$ cat src/rtl/delay_line_reader_if.sv
// Sample stream into and delayed sample stream out of delay_line_reader.
// The master drives samples and the delay select; the slave returns the delayed sample.
interface delay_line_reader_if #(
  parameter int unsigned BUS_WIDTH = 8,
  parameter int unsigned DLY_W     = 5
);
  logic                 ce;
  logic [BUS_WIDTH-1:0] d;
  logic [DLY_W-1:0]     delay;
  logic [BUS_WIDTH-1:0] q;
  logic                 q_valid;
  logic                 delay_err;

  modport master (
    output ce, d, delay,
    input  q, q_valid, delay_err
  );

  modport slave (
    input  ce, d, delay,
    output q, q_valid, delay_err
  );
endinterface

$ cat src/rtl/delay_line_reader.sv
// Run-time programmable delay line: a circular buffer written on every ce edge,
// read back `delay` ce-events later into a registered output.
module delay_line_reader #(
  parameter int unsigned BUS_WIDTH = 8,
  parameter int unsigned MAX_DELAY = 16,
  parameter int unsigned DLY_W     = 5
) (
  input logic               clk,
  input logic               rst_n,
  delay_line_reader_if.slave bus
);

  localparam int unsigned     PtrW    = (MAX_DELAY > 1) ? $clog2(MAX_DELAY) : 1;
  localparam logic [DLY_W-1:0] MaxDly = DLY_W'(MAX_DELAY);
  localparam logic [PtrW-1:0]  LastPtr = PtrW'(MAX_DELAY - 1);
  // Wraps to zero when MAX_DELAY is a power of two, which is exactly the modular add needed.
  localparam logic [PtrW-1:0]  DepthP = PtrW'(MAX_DELAY);

  logic [BUS_WIDTH-1:0] mem [MAX_DELAY];

  logic [PtrW-1:0]      wr_ptr_q, wr_ptr_d, rd_ptr;
  logic [DLY_W-1:0]     fill_q, fill_d;
  logic [DLY_W-1:0]     eff;
  logic [PtrW-1:0]      eff_p;
  logic [BUS_WIDTH-1:0] q_q, q_d;
  logic                 q_valid_q, q_valid_d;
  logic                 delay_err_q, delay_err_d;

  always_comb begin
    delay_err_d = (bus.delay > MaxDly);
    eff         = delay_err_d ? MaxDly : bus.delay;
    eff_p       = eff[PtrW-1:0];

    // eff = MAX_DELAY folds back onto wr_ptr itself: the oldest entry, read before overwrite.
    if (wr_ptr_q >= eff_p) begin
      rd_ptr = wr_ptr_q - eff_p;
    end else begin
      rd_ptr = wr_ptr_q - eff_p + DepthP;
    end

    q_d       = '0;
    q_valid_d = 1'b0;
    if (eff == '0) begin
      q_d       = bus.d;
      q_valid_d = 1'b1;
    end else if (fill_q >= eff) begin
      q_d       = mem[rd_ptr];
      q_valid_d = 1'b1;
    end

    wr_ptr_d = (wr_ptr_q == LastPtr) ? '0 : wr_ptr_q + PtrW'(1);
    fill_d   = (fill_q == MaxDly) ? fill_q : fill_q + DLY_W'(1);
  end

  always_ff @(posedge clk or negedge rst_n) begin
    if (!rst_n) begin
      wr_ptr_q    <= '0;
      fill_q      <= '0;
      q_q         <= '0;
      q_valid_q   <= 1'b0;
      delay_err_q <= 1'b0;
    end else if (bus.ce) begin
      wr_ptr_q    <= wr_ptr_d;
      fill_q      <= fill_d;
      q_q         <= q_d;
      q_valid_q   <= q_valid_d;
      delay_err_q <= delay_err_d;
    end
  end

  // Storage is not reset; fill gating masks stale contents.
  always_ff @(posedge clk) begin
    if (bus.ce) begin
      mem[wr_ptr_q] <= bus.d;
    end
  end

  assign bus.q         = q_q;
  assign bus.q_valid   = q_valid_q;
  assign bus.delay_err = delay_err_q;

endmodule

$ cat src/flat_wrapper.sv
// flat-port wrapper written by rule: the top's interface ports become plain ports
module delay_line_reader_flat 
#(
  parameter int unsigned BUS_WIDTH = 8,
  parameter int unsigned MAX_DELAY = 16,
  parameter int unsigned DLY_W     = 5
)
  (clk, rst_n, bus_ce, bus_d, bus_delay, bus_q, bus_q_valid, bus_delay_err);
  delay_line_reader_if #(.BUS_WIDTH(BUS_WIDTH), .DLY_W(DLY_W)) bus_i ();
  input logic clk;
  input logic rst_n;
  input wire logic [$bits(bus_i.ce)-1:0] bus_ce;
  input wire logic [$bits(bus_i.d)-1:0] bus_d;
  input wire logic [$bits(bus_i.delay)-1:0] bus_delay;
  output wire logic [$bits(bus_i.q)-1:0] bus_q;
  output wire logic [$bits(bus_i.q_valid)-1:0] bus_q_valid;
  output wire logic [$bits(bus_i.delay_err)-1:0] bus_delay_err;
  assign bus_i.ce = bus_ce;
  assign bus_i.d = bus_d;
  assign bus_i.delay = bus_delay;
  assign bus_q = bus_i.q;
  assign bus_q_valid = bus_i.q_valid;
  assign bus_delay_err = bus_i.delay_err;
  delay_line_reader #(.BUS_WIDTH(BUS_WIDTH), .MAX_DELAY(MAX_DELAY), .DLY_W(DLY_W)) u_core (.clk(clk), .rst_n(rst_n), .bus(bus_i));
endmodule
$ cat config.mk
export PLATFORM = sky130hd
export DESIGN_NAME = delay_line_reader_flat
export DESIGN_NICKNAME = d
export VERILOG_FILES = /design/src/rtl/delay_line_reader_if.sv /design/src/rtl/delay_line_reader.sv /design/src/flat_wrapper.sv
export SDC_FILE = /design/constraint.sdc
export NUM_CORES = 1
export LEC_CHECK = 0
export CORE_UTILIZATION = 50
export DETAILED_ROUTE_END_ITERATION = 10
export GPL_TIMING_DRIVEN = 0
export PLACE_DENSITY = 0.74
export SETUP_SLACK_MARGIN = 0.1
export SLEW_MARGIN = 25
export SYNTH_ARGS = -nofsm -noshare
export SYNTH_HDL_FRONTEND = slang
export SYNTH_SLANG_ARGS = --single-unit
$ cat constraint.sdc
create_clock -name clk -period 2.4 [get_ports clk]
set_input_delay 0.36 -clock clk [delete_from_list [all_inputs] [get_ports clk]]
set_output_delay 0.36 -clock clk [all_outputs]
set_load 0.005 [all_outputs]
==> report_table.html <==
<table>
<tr><th>Metric</th><th>Value</th></tr>
<tr><th colspan="2">Run status</th></tr>
<tr><td>Run status</td><td>finished with violations</td></tr>
<tr><td>Violated checks</td><td>setup timing</td></tr>
<tr><th colspan="2">Global routing</th></tr>
<tr><td>Largest net degree at the start of global routing</td><td>20</td></tr>
<tr><td>Global route total overflow</td><td>0</td></tr>
<tr><td>Global-route wire length before repair</td><td>18.91 mm</td></tr>
<tr><td>Vias in the first global route</td><td>roughly 3.2k</td></tr>
<tr><td>Tot GR Track Use</td><td>20.98%</td></tr>
<tr><td>Number of antenna violations at the first check in global routing</td><td>0</td></tr>
<tr><th colspan="2">Cells and area</th></tr>
<tr><td>Fill cells</td><td>890</td></tr>
<tr><td>Area occupied by multi-input gates</td><td>1858 sq um</td></tr>
<tr><td>Fraction of layout cells with a size suffix above 1</td><td>23.68%</td></tr>
<tr><td>Register cell area after layout</td><td>4320 sq um</td></tr>
<tr><td>P&amp;R area growth vs syn</td><td>19.61%</td></tr>
<tr><td>Net total in the final layout</td><td>a little over 400</td></tr>
<tr><td>Count of inserted antenna diode cells</td><td>0</td></tr>
<tr><th colspan="2">Logic synthesis</th></tr>
<tr><td>Count of synthesis-stage warnings from yosys</td><td>0</td></tr>
<tr><td>Post-Synthesis Cell Area</td><td>about 6300 sq um</td></tr>
<tr><td>Cell count after synthesis</td><td>329</td></tr>
<tr><td>Synth Area per Inst</td><td>~19 sq um</td></tr>
<tr><td>Synth area leaders</td><td>sky130_fd_sc_hd__edfxtp_1 (61%), sky130_fd_sc_hd__mux4_1 (12%), sky130_fd_sc_hd__dfrtp_1 (7.6%), sky130_fd_sc_hd__mux2i_1 (3.8%), sky130_fd_sc_hd__ha_1 (2.8%)</td></tr>
<tr><td>Number of unique standard cell types used by synthesis</td><td>39</td></tr>
<tr><td>Syn_nets</td><td>360</td></tr>
<tr><td>Cell taking the most area after synthesis</td><td>sky130_fd_sc_hd__edfxtp_1</td></tr>
<tr><td>Flops &amp; latches, synth</td><td>147</td></tr>
<tr><td>Fraction of the yosys area taken by sequential cells</td><td>68.87%</td></tr>
<tr><td>Portion of synthesized cell area occupied by the leading cell type</td><td>61.29%</td></tr>
<tr><td>Proportion of synthesized flip-flops having asynchronous set or reset</td><td>12.93%</td></tr>
<tr><td>Most used flip-flop cell after synthesis</td><td>sky130_fd_sc_hd__edfxtp_1</td></tr>
<tr><td>EDFF count, synth</td><td>~130</td></tr>
<tr><th colspan="2">Power and ir drop</th></tr>
<tr><td>Power, Total</td><td>9525 uW</td></tr>
<tr><td>Pwr/cell area</td><td>1270 nW/um^2</td></tr>
<tr><td>Worst vdd ir</td><td>0.5368 mV</td></tr>
<tr><td>Total leakage power</td><td>0.002649 uW</td></tr>
<tr><th colspan="2">CTS</th></tr>
<tr><td>Number of levels the H-tree was split into</td><td>4</td></tr>
<tr><td>CTS buffer count</td><td>17</td></tr>
<tr><td>Buffer depth of the longest clock path</td><td>2</td></tr>
<tr><td>Clock tree root driver cell</td><td>sky130_fd_sc_hd__clkbuf_16</td></tr>
<tr><td>Clock latency at the later pin of the worst-skew pair</td><td>0.42 ns</td></tr>
<tr><td>CTS clock-pin slew for the worst setup and hold paths</td><td>0.06 ns</td></tr>
<tr><td>Sink Count</td><td>147</td></tr>
<tr><td>CTS tree</td><td>done</td></tr>
<tr><th colspan="2">Floorplan</th></tr>
<tr><td>Number of ports placed on the die boundary</td><td>26</td></tr>
<tr><td>Area of the core</td><td>12110 sq um</td></tr>
<tr><td>Die Span X</td><td>114.0 um</td></tr>
<tr><td>Starting density of the core</td><td>51.78%</td></tr>
<tr><td>Die Footprint</td><td>12990 sq um</td></tr>
<tr><td>Site row count</td><td>40</td></tr>
<tr><td>Chip height</td><td>around 110 um</td></tr>
<tr><th colspan="2">Critical path</th></tr>
<tr><td>Number of cells on the worst reg-to-reg path</td><td>10</td></tr>
<tr><td>Reg2reg start</td><td>u_core.wr_ptr_q[0]</td></tr>
<tr><td>Endpoint arrival time on the critical path</td><td>2.95 ns</td></tr>
<tr><td>Nature of the critical path startpoint</td><td>flop</td></tr>
<tr><td>Path type of the worst setup path</td><td>reg -&gt; reg</td></tr>
<tr><td>Crit path required time</td><td>2.70 ns</td></tr>
<tr><td>Register-to-register setup slack</td><td>-0.26 ns</td></tr>
<tr><td>Crit end category</td><td>flop</td></tr>
<tr><td>Highest fanout seen on the critical path</td><td>10</td></tr>
<tr><td>Worst reg2reg path endpoint</td><td>u_core.bus.q[6]</td></tr>
<tr><th colspan="2">Hold path</th></tr>
<tr><td>Worst hold path type</td><td>in -&gt; async</td></tr>
<tr><th colspan="2">Drt</th></tr>
<tr><td>DRC violations left</td><td>0</td></tr>
<tr><td>ANT nets after route</td><td>0</td></tr>
<tr><td>Average wire per standard cell</td><td>around 22 um</td></tr>
<tr><td>Overall via count from detail_route</td><td>3158</td></tr>
<tr><td>Post-detailed-routing wire length</td><td>12.27 mm</td></tr>
<tr><td>Vias/cell</td><td>5.589</td></tr>
<tr><td>Total iterations of the first detailed-routing run</td><td>4</td></tr>
<tr><td>DR iter-0 viols</td><td>roughly 230</td></tr>
<tr><th colspan="2">Timing</th></tr>
<tr><td># setup viols final</td><td>8</td></tr>
<tr><td>Number of pins with negative max-slew slack in the final report</td><td>0</td></tr>
<tr><td>Slew margin rel.</td><td>27.43%</td></tr>
<tr><td>Number of hold-slack violations in the final timing report</td><td>0</td></tr>
<tr><td>Slew at the pin with the worst max-slew slack</td><td>1.084 ns</td></tr>
<tr><td>Largest clock skew in the final design</td><td>0.008999 ns</td></tr>
<tr><td>Unrepaired setup endpoints after global routing</td><td>true</td></tr>
<tr><td>Clock period minus final worst setup slack</td><td>2.655 ns</td></tr>
<tr><td>Setup TNS after final layout</td><td>-1.717 ns</td></tr>
<tr><td>Period utilization</td><td>110.6%</td></tr>
<tr><td>Hold_ws</td><td>0.4225 ns</td></tr>
<tr><td>Final setup margin</td><td>-0.2554 ns</td></tr>
<tr><td>Maximum operating frequency</td><td>0.3766 GHz</td></tr>
<tr><th colspan="2">Job</th></tr>
<tr><td>Number of violations of the max-capacitance limit</td><td>0</td></tr>
<tr><th colspan="2">Place</th></tr>
<tr><td>Number of buffer cells added on primary ports</td><td>24</td></tr>
<tr><td>Worst setup slack after placement</td><td>-1.177 ns</td></tr>
<tr><td>Post-DP HPWL</td><td>approximately 7.7 mm</td></tr>
<tr><td>Gpl congestion</td><td>approximately 0.76</td></tr>
</table>
## cells by family (layout without fill, tap and decap cells)
family,Yosys count,after routing,share of synthesized area (%)
DFF,147,147,68.87
muxes,57,57,17.24
and+or+nand+nor,57,57,4.409
buffers and inverters,24,92,2.514
AOI/OAI and AO/OA,21,21,2.514
adders and majority gates,15,15,3.113
xor gates and xnor gates,8,8,1.337
## critical path: stages, from the launching register on
cell	delay [ns]
sky130_fd_sc_hd__dfrtp_2	0.42
sky130_fd_sc_hd__inv_4	0.07
sky130_fd_sc_hd__ha_4	0.12
sky130_fd_sc_hd__inv_2	0.03
sky130_fd_sc_hd__fa_1	0.44
sky130_fd_sc_hd__xor2_4	0.28
sky130_fd_sc_hd__buf_8	0.23
sky130_fd_sc_hd__mux4_2	0.33
sky130_fd_sc_hd__mux2i_2	0.21
sky130_fd_sc_hd__mux2i_1	0.10
sky130_fd_sc_hd__a221o_1	0.29
## worst max-delay path by stage
stage | startpoint | end | slack [ns] | cells past startpoint
6_report | u_core.wr_ptr_q[0] | u_core.bus.q[6] | -0.26 | 10
5_1_grt | u_core.wr_ptr_q[0] | u_core.bus.q[6] | -0.33 | 10
4_1_cts | u_core.wr_ptr_q[0] | u_core.bus.q[6] | -0.33 | 10
3_5_place_dp | bus_delay[4] | u_core.bus.q[7] | -1.18 | 11
3_3_place_gp | bus_delay[4] | u_core.bus.q[7] | -1.12 | 11
2_1_floorplan | u_core.wr_ptr_q[0] | u_core.bus.q[0] | -0.11 | 10
## layout by cell type (no fill, tap or decap), types with 8 or more instances in the layout
| master | netlist | final |
|---|---|---|
| sky130_fd_sc_hd__buf_4 | 2 | 11 |
| sky130_fd_sc_hd__nor2b_1 | 9 | 8 |
| sky130_fd_sc_hd__mux2i_1 | 24 | 18 |
| sky130_fd_sc_hd__mux4_2 | 3 | 19 |
| sky130_fd_sc_hd__nor2_1 | 17 | 11 |
| sky130_fd_sc_hd__a221o_1 | 8 | 8 |
| sky130_fd_sc_hd__nand2_1 | 15 | 15 |
| sky130_fd_sc_hd__mux4_1 | 29 | 13 |
| sky130_fd_sc_hd__dfrtp_1 | 19 | 18 |
| sky130_fd_sc_hd__clkdlybuf4s50_1 | 0 | 21 |
| sky130_fd_sc_hd__clkbuf_16 | 0 | 19 |
| sky130_fd_sc_hd__edfxtp_1 | 128 | 128 |
| sky130_fd_sc_hd__ha_1 | 14 | 13 |
## per-stage QoR
stage	cell area [sq um]	utilization, %	cells
floorplan	6266	-	329
global placement	6716	55.45	521
detailed placement	6734	55.60	522
CTS	7473	61.70	563
global route	7501	61.93	565
finish	7501	61.93	565
## cell usage after synthesis, types with 2 or more instances
| cell type | count |
|---|---|
| sky130_fd_sc_hd__edfxtp_1 | 128 |
| sky130_fd_sc_hd__mux4_1 | 29 |
| sky130_fd_sc_hd__mux2i_1 | 24 |
| sky130_fd_sc_hd__dfrtp_1 | 19 |
| sky130_fd_sc_hd__nor2_1 | 17 |
| sky130_fd_sc_hd__nand2_1 | 15 |
| sky130_fd_sc_hd__ha_1 | 14 |
| sky130_fd_sc_hd__nor2b_1 | 9 |
| sky130_fd_sc_hd__a221o_1 | 8 |
| sky130_fd_sc_hd__inv_1 | 7 |
| sky130_fd_sc_hd__nand2b_1 | 6 |
| sky130_fd_sc_hd__xnor2_1 | 6 |
| sky130_fd_sc_hd__a21oi_1 | 4 |
| sky130_fd_sc_hd__clkbuf_1 | 4 |
| sky130_fd_sc_hd__buf_2 | 3 |
| sky130_fd_sc_hd__buf_6 | 3 |
| sky130_fd_sc_hd__buf_8 | 3 |
| sky130_fd_sc_hd__mux4_2 | 3 |
| sky130_fd_sc_hd__o21ai_0 | 3 |
| sky130_fd_sc_hd__buf_1 | 2 |
| sky130_fd_sc_hd__buf_4 | 2 |
| sky130_fd_sc_hd__nand4_1 | 2 |
| sky130_fd_sc_hd__nor3_1 | 2 |
## routing by layer
layer,up-vias,track usage [%],wire length [um]
li1,1434,-,-
met2,78,32.48,5969
met5,-,0,0
met4,0,7.532,197
met3,14,6.004,585
met1,1632,28.64,5518
## what timing repair did
| action | 4_1_cts | 5_1_grt |
|---|---|---|
| endpoints found under the setup margin | 64 | 93 |
| hold endpoints to repair | 0 | 19 |
| hold buffers | 0 | 1 |
| pin swaps | 4 | 3 |
| setup buffers | 9 | 1 |
| resized for setup | 33 | 8 |
## area by class of cell
class	count	share of cell area, %
sequential	147	57.60
multi-input combinational	158	24.77
clock buffer	25	7.039
timing repair buffer	36	4.504
tap	168	2.802
buffer	17	2.335
clock inverter	7	0.5671
inverter	7	0.3837
## where the power goes
group	internal, uW	switching (uW)
clock network	1520	974
registers	3130	164
logic	1970	1770
total	6620	2900
## state kept, by name, summed over array words and instances (netlist names)
signal and cells:
u_core.bus.q 8, u_core.bus.q_valid 1, u_core.wr_ptr_q 4, u_core.bus.delay_err 1, u_core.fill_q 5, u_core.mem 128
No activity file was read; power rests on OpenSTA's default activity.
